$ cat config.mk
export PLATFORM = sky130hd
export DESIGN_NAME = world_hour_scheduler_flat
export DESIGN_NICKNAME = d
export VERILOG_FILES = /design/src/rtl/world_hour_scheduler_if.sv /design/src/rtl/world_hour_scheduler.sv /design/src/flat_wrapper.sv
export SDC_FILE = /design/constraint.sdc
export NUM_CORES = 1
export LEC_CHECK = 0
export CORE_AREA = 2 2 115 117
export DETAILED_ROUTE_END_ITERATION = 6
export DIE_AREA = 0 0 117 119
export PLACE_DENSITY = 0.44
export SLEW_MARGIN = 10
export SYNTH_ARGS = -nofsm -noshare
export SYNTH_HDL_FRONTEND = slang
export SYNTH_SLANG_ARGS = --single-unit
export TNS_END_PERCENT = 100
$ cat constraint.sdc
create_clock -name clk -period 5.3 [get_ports clk]
set_input_delay 1.06 -clock clk [delete_from_list [all_inputs] [get_ports clk]]
set_output_delay 1.06 -clock clk [all_outputs]
set_load 0.02 [all_outputs]
$ cat src/rtl/world_hour_scheduler_if.sv
// Converter bus between the hour scheduler and the shared hour-transfer converter.
interface world_hour_scheduler_if;
   logic [2:0] w_count;
   logic [6:0] hour_conv;
   logic [6:0] hour_w;

   modport master (output w_count, output hour_conv, input hour_w);
   modport slave  (input w_count, input hour_conv, output hour_w);
endinterface

$ cat src/rtl/world_hour_scheduler.sv
// Time-shares the hour-transfer converter across four cities, shadows the results
// and commits them atomically to the display table.
//
// state  | meaning
// IDLE   | wait for a local-hour change (or the post-reset INIT) with a valid hour
// SWEEP  | step the converter select 0..3, capturing one city per clock into shadow
// COMMIT | copy shadow into the display table in one edge, pulse done
module world_hour_scheduler #(
   parameter int NCITY = 4
) (
   input  logic                  clk,
   input  logic                  reset,
   input  logic [6:0]            hour,
   input  logic                  city_btn,
   world_hour_scheduler_if.master conv,
   output logic [1:0]            disp_sel,
   output logic [6:0]            disp_hour,
   output logic                  busy,
   output logic                  done,
   output logic                  err
);

   typedef enum logic [1:0] {IDLE, SWEEP, COMMIT} state_t;

   localparam logic [2:0] LAST_CITY = 3'(NCITY - 1);

   state_t     state;
   logic       init;
   logic       trigger;
   logic [6:0] shadow     [NCITY];
   logic [6:0] disp_table [NCITY];

   assign err       = (hour > 7'd23);
   assign trigger   = ((hour != conv.hour_conv) || init) && !err;
   assign disp_hour = disp_table[disp_sel];

   always_ff @(posedge clk) begin
      if (reset) begin
         state          <= IDLE;
         init           <= 1'b1;
         conv.w_count   <= 3'd0;
         conv.hour_conv <= 7'd0;
         disp_sel       <= 2'd0;
         busy           <= 1'b0;
         done           <= 1'b0;
         for (int i = 0; i < NCITY; i++) begin
            shadow[i]     <= 7'd0;
            disp_table[i] <= 7'd0;
         end
      end else begin
         done <= 1'b0;
         if (city_btn)
            disp_sel <= disp_sel + 2'd1;

         case (state)
            IDLE: begin
               if (trigger) begin
                  conv.hour_conv <= hour;
                  conv.w_count   <= 3'd0;
                  init           <= 1'b0;
                  busy           <= 1'b1;
                  state          <= SWEEP;
               end
            end
            SWEEP: begin
               shadow[conv.w_count[1:0]] <= conv.hour_w;
               if (conv.w_count == LAST_CITY) begin
                  conv.w_count <= 3'd0;
                  busy         <= 1'b0;
                  done         <= 1'b1;
                  state        <= COMMIT;
               end else begin
                  conv.w_count <= conv.w_count + 3'd1;
               end
            end
            COMMIT: begin
               // done is already high for this cycle; the table lands on this edge
               for (int i = 0; i < NCITY; i++)
                  disp_table[i] <= shadow[i];
               state <= IDLE;
            end
            default: state <= IDLE;
         endcase
      end
   end

endmodule

$ cat src/flat_wrapper.sv
// flat-port wrapper written by rule: the top's interface ports become plain ports
module world_hour_scheduler_flat 
#(
   parameter int NCITY = 4
)
  (clk, reset, hour, city_btn, disp_sel, disp_hour, busy, done, err, conv_w_count, conv_hour_conv, conv_hour_w);
  world_hour_scheduler_if conv_i ();
  input  logic clk;
  input  logic reset;
  input  logic [6:0] hour;
  input  logic city_btn;
  output logic [1:0] disp_sel;
  output logic [6:0] disp_hour;
  output logic busy;
  output logic done;
  output logic err;
  output wire logic [$bits(conv_i.w_count)-1:0] conv_w_count;
  output wire logic [$bits(conv_i.hour_conv)-1:0] conv_hour_conv;
  input wire logic [$bits(conv_i.hour_w)-1:0] conv_hour_w;
  assign conv_w_count = conv_i.w_count;
  assign conv_hour_conv = conv_i.hour_conv;
  assign conv_i.hour_w = conv_hour_w;
  world_hour_scheduler #(.NCITY(NCITY)) u_core (.clk(clk), .reset(reset), .hour(hour), .city_btn(city_btn), .conv(conv_i), .disp_sel(disp_sel), .disp_hour(disp_hour), .busy(busy), .done(done), .err(err));
endmodule
# Yosys cells after proc, flatten, opt, wreduce, memory -nomap -nowiden
# Memories as Yosys holds them, arrays and structs flattened. A register that Yosys moved wholly into a read port is not among the register bits.
# Cells that the tools add are included.
[totals] romBits=0 wordCells=61 reg_bits=17 n_memories=2 input_bits=17 ram_bits=56 latchBits=0 output_inout_bits=22
[memory_table] name="u_core.disp_table" depth=4 word_bits=7 rd=1 rd_ports_with_merged_regs=1 write_ports=4 line="world_hour_scheduler.sv:31" rtl="logic [6:0] disp_table [NCITY];"
[memory_table] name="u_core.shadow" depth=4 word_bits=7 rd=4 rd_ports_with_merged_regs=0 write_ports=4 line="world_hour_scheduler.sv:30" rtl="logic [6:0] shadow [NCITY];"
[classes] div_mod_pow=0 n_addsub=2 n_mul=0 n_mux=27 n_bitwise=5 reduce_logical=11 n_shift=0 eq_ne=6 n_lt_le_gt_ge=1
[op_table] operator="2-to-1 mux 7 bit" count=5
[op_table] operator="2-to-1 mux 1 bit" count=12
[op_table] operator="2-to-1 mux 2 bit" count=5
[op_table] operator="greater-than comparator 7 x 5 -> 1 bit (second input constant)" count=1
[op_table] operator="inequality test 7 bit" count=1
[op_table] operator="OR reduction 7 bit" count=1
[op_table] operator="2-to-1 mux 3 bit" count=2
[op_table] operator="case mux 3 bit (2 select lines)" count=1
[op_table] operator="AND reduction 2 bit" count=3
[op_table] operator="inequality test 2 x 1 -> 1 bit (second input constant)" count=2
[op_table] operator="OR 1 bit" count=4
[op_table] operator="case mux 2 bit (2 select lines)" count=1
[op_table] operator="adder 3 x 1 -> 3 bit (second input constant)" count=1
[op_table] operator="== test 3 x 2 -> 1 bit (second input constant)" count=1
[op_table] operator="AND reduction 3 bit" count=1
[op_table] operator="adder 2 x 1 -> 2 bit (second input constant)" count=1
[op_table] operator="== test 2 x 1 -> 1 bit (second input constant)" count=1
[op_table] operator="== test 2 bit (second input constant)" count=1
[op_table] operator="logical NOT 2 bit" count=1
[op_table] operator="case mux 1 bit (2 select lines)" count=1
[op_table] operator="nonzero test 2 bit" count=1
[op_table] operator="OR reduction 2 bit" count=1
[op_table] operator="logical AND 1 bit" count=1
[op_table] operator="logical NOT 1 bit" count=1
[op_table] operator="2 further kinds" count=2

# Logic depth before layout (Yosys ltp)
[depth] word_depth=6 depth_mapped=4 mapped_depth_nobuf=4

# Worst setup path after synthesis
# Ideal clock, no wire load.
[synth_path] kind="input -> output" from="input port hour[4]" to="output port err" arrival_ps=1425 path_stages=1 setup_slack_ps=2815 required_ps=4240 n_path_buf=0 cell_sequence="a211o_1"
[synth_via] elab_chain_cells=1
[synth_lines] item="start: declaration" line="flat_wrapper.sv:10" rtl="input logic [6:0] hour;"
[synth_lines] item="greater-than comparator 7 x 5 -> 1 bit" line="world_hour_scheduler.sv:33" rtl="assign err = (hour > 7'd23);"
[synth_lines] item="end: declaration" line="flat_wrapper.sv:16" rtl="output logic err;"
# No other way between the ends.

# Worst setup path in the final report
# Same ends and word-level chain as after synthesis.

==> out/results.ini <==
[setup_path]
required_ps = 4240
r2r-end = u_core.shadow[0][2]$_SDFFCE_PN0P_
slowest_stage = clkdlybuf4s50_1
reg2reg_slack_ps = 3150
worstSetupPathType = in2out
path_cells = clkdlybuf4s50_1 > a211o_1 > clkdlybuf4s50_1
slowest_delay_ps = 540
path_depth = 3
startpoint = hour[4]
critPathTopFamily = buffers and inverters
crit_path_frequent_cell = clkdlybuf4s50_1
cp.arrival_ps = 2380
end_kind = primary output
worst_setup_path_start_kind = input pin
path_max_fanout = 3
reg2reg_from = u_core.state[0]$_SDFFE_PP0P_
crit_buf_inv = 2
rr_worst_depth = 4
cp-endpoint = err

[routing]
viasPerCell = 3.78
wirelength_um = 5580
wire_per_inst_um = 12.8
drc = 0
dr.pass1.iters = 4
detail-route-antenna-nets = 0
vias = 1654
drtIter0Drc = 73

[synthesis]
ys_ff_latch = 75
async_flop_share_pct = 0
synth_edf_count = 56
synth_largest_area_cell = edfxtp_1
synth_top_area_share_pct = 54.6
ys_types = 32
synthesis.area_um2 = 3080
ys.flop_type = edfxtp_1
ys_seq_area_share_pct = 66.9
ys_warn_count = 0
synth_area_per_cell_um2 = 14.5
synth_fp_nets = 230
ys_top_cells_by_area = edfxtp_1 55%, dfxtp_1 12%, and2_1 11%, mux4_2 5.1%, xor2_1 2.3%
synth_cells = 212

[cts]
cts_buffers = 9
cts_tree = yes
htree_levels = 3
cts_hold_buf = 0
clk_latency_ps = 330
clk_pin_slew_ps = 50
clk_path_buf_depth = 2
cts_resized = 0
cts_setup_buffers = 0
root_buffer = clkbuf_16
clock-sinks = 75

[sta]
finClkSkew_ps = 4.77
finalSetupTns_ps = 0
min_period_ps = 3440
timing.final.ws_setup_ps = 1860
slew_viol_final = 0
rsz0062_at_grt = false
setup_viol = 0
finalHoldViolations = 0
fmax_mhz = 291
relSlewSlack_pct = 51.3
worstMarginPinSlew_ps = 725
period_share_pct = 64.9

[floorplanning]
core_um2 = 12900
initial_core_util_pct = 23.9
fp.dieW_um = 117
num_rows = 42
die_area_um2 = 13900
pin_count = 39
die_h_um = 119

[grt]
antenna_found_initial = 0
grt_max_degree = 32
gr-total-overflow = 0
track_usage_pct = 9.01
grt_pass1_wl_um = 9200
grt_pass1_vias = 1707

[finish]
drive_gt1_share_pct = 11.5
n_fill_cell = 1303
antenna_cells = 0
regArea_um2 = 2060
fin_nets = 275
syn_to_final_growth_pct = 28.3
multi_input_area_um2 = 986
fin_cells = 437

[power]
p_leak_nw = 1.41
power_density_nw_per_um2 = 342
irDropWorstVdd_mv = 0.199

[placement]
io_buffer_count = 38
dp_hpwl_um = 4000
dp_slack_ps = 1850
gp_congestion = 0.721
dp_cells = 422

[worst_hold_path]
min_path_type = reg2reg

[run_status]
outcome = completed

[flow_run]
cap_violations = 0

-- layout by cell type (no fill, tap or decap), types with 2 or more instances in the layout --
| cell | Yosys | layout |
|---|---|---|
| or2_2 | 3 | 3 |
| a31o_2 | 2 | 2 |
| nor3_1 | 2 | 2 |
| or2b_1 | 3 | 3 |
| buf_4 | 0 | 3 |
| nand2_1 | 3 | 3 |
| a21oi_1 | 2 | 2 |
| nor2_1 | 9 | 9 |
| xor2_1 | 8 | 8 |
| clkbuf_16 | 0 | 9 |
| inv_1 | 2 | 2 |
| and2_1 | 56 | 56 |
| mux4_2 | 7 | 7 |
| mux2i_1 | 5 | 5 |
| clkinv_2 | 0 | 2 |
| nand3b_1 | 2 | 2 |
| edfxtp_1 | 56 | 56 |
| clkbuf_1 | 6 | 3 |
| clkdlybuf4s50_1 | 0 | 38 |
| nand2b_1 | 11 | 11 |
| dfxtp_1 | 19 | 19 |
| nor3b_1 | 2 | 2 |
-- worst min path at each step --
stage,startpoint,to,slack (ps),depth (start not counted)
floorplan,u_core.init$_SDFFE_PP1P_,u_core.init$_SDFFE_PP1P_,490,1
global placement,u_core.conv.w_count[2]$_SDFFE_PP0P_,u_core.conv.w_count[2]$_SDFFE_PP0P_,460,2
detailed placement,u_core.conv.w_count[2]$_SDFFE_PP0P_,u_core.conv.w_count[2]$_SDFFE_PP0P_,470,2
CTS,u_core.conv.w_count[2]$_SDFFE_PP0P_,u_core.conv.w_count[2]$_SDFFE_PP0P_,480,2
global route,u_core.conv.w_count[2]$_SDFFE_PP0P_,u_core.conv.w_count[2]$_SDFFE_PP0P_,500,2
finish,u_core.conv.w_count[2]$_SDFFE_PP0P_,u_core.conv.w_count[2]$_SDFFE_PP0P_,470,2
-- logic make-up after synthesis --
| kind of cell | after synthesis | share of synthesized area [%] |
|---|---|---|
| AND/OR/NAND/NOR | 95 | 19.2 |
| flip-flops | 75 | 66.9 |
| multiplexers | 12 | 6.74 |
| AO/OA/AOI/OAI | 11 | 3.13 |
| XOR/XNOR | 9 | 2.56 |
| buffers and inverters | 9 | 1.10 |
| adder cells (fa/ha/maj) | 1 | 0.406 |
-- state kept, by name, summed over array words and instances, names as in the netlist, named ones only --
name                   count
u_core.disp_sel            2
u_core.done                1
u_core.disp_table         28
u_core.shadow             28
u_core.state               2
u_core.conv.hour_conv      7
u_core.conv.w_count        3
u_core.init                1
u_core.busy                1
-- metal layers --
metal | GRT usage [%] | routed length (um)
met1 | 12.2 | 2750
met2 | 12.6 | 2500
met4 | 5.51 | 147
met5 | 0 | 0
met3 | 2.65 | 172
-- synth_stat cells, types with 3 or more instances --
master,instances
edfxtp_1,56
or2_2,3
and2_1,56
xor2_1,8
nand2_1,3
mux4_2,7
or2b_1,3
dfxtp_1,19
mux2i_1,5
clkbuf_1,6
nand2b_1,11
nor2_1,9
-- power breakdown --
part,switching (mW),internal [mW]
clock network,0.217,0.361
registers,0.0151,0.655
logic,0.0511,0.0544
-- cell type report --
class | count | area share [%]
flip-flops and latches | 75 | 52.1
multi-input cells | 128 | 24.9
repair buffers | 41 | 10.2
clock buffers | 12 | 5.98
well taps | 176 | 5.57
clock inverters | 3 | 1.01
inverters | 2 | 0.190
-- through the flow --
step / power (mW) / util [%] / instance area, um^2 / hold WS (ps)
final: 1.35 / 30.7 / 3960 / 473
after global routing: 1.40 / 30.7 / 3960 / 505
after CTS: 1.37 / 30.7 / 3960 / 477
after detailed placement: 0.791 / 28.6 / 3680 / 466
after global placement: 0.790 / 28.6 / 3680 / 462
after floorplan: 0.738 / - / 3080 / 490
-- worst min-delay path: cells and delay by family, from the launching register on --
family	cells	cell delay, ps
AOI/OAI and AO/OA	1	50
buffers and inverters	1	70
DFF	1	310
No activity file was read; power rests on OpenSTA's default activity.
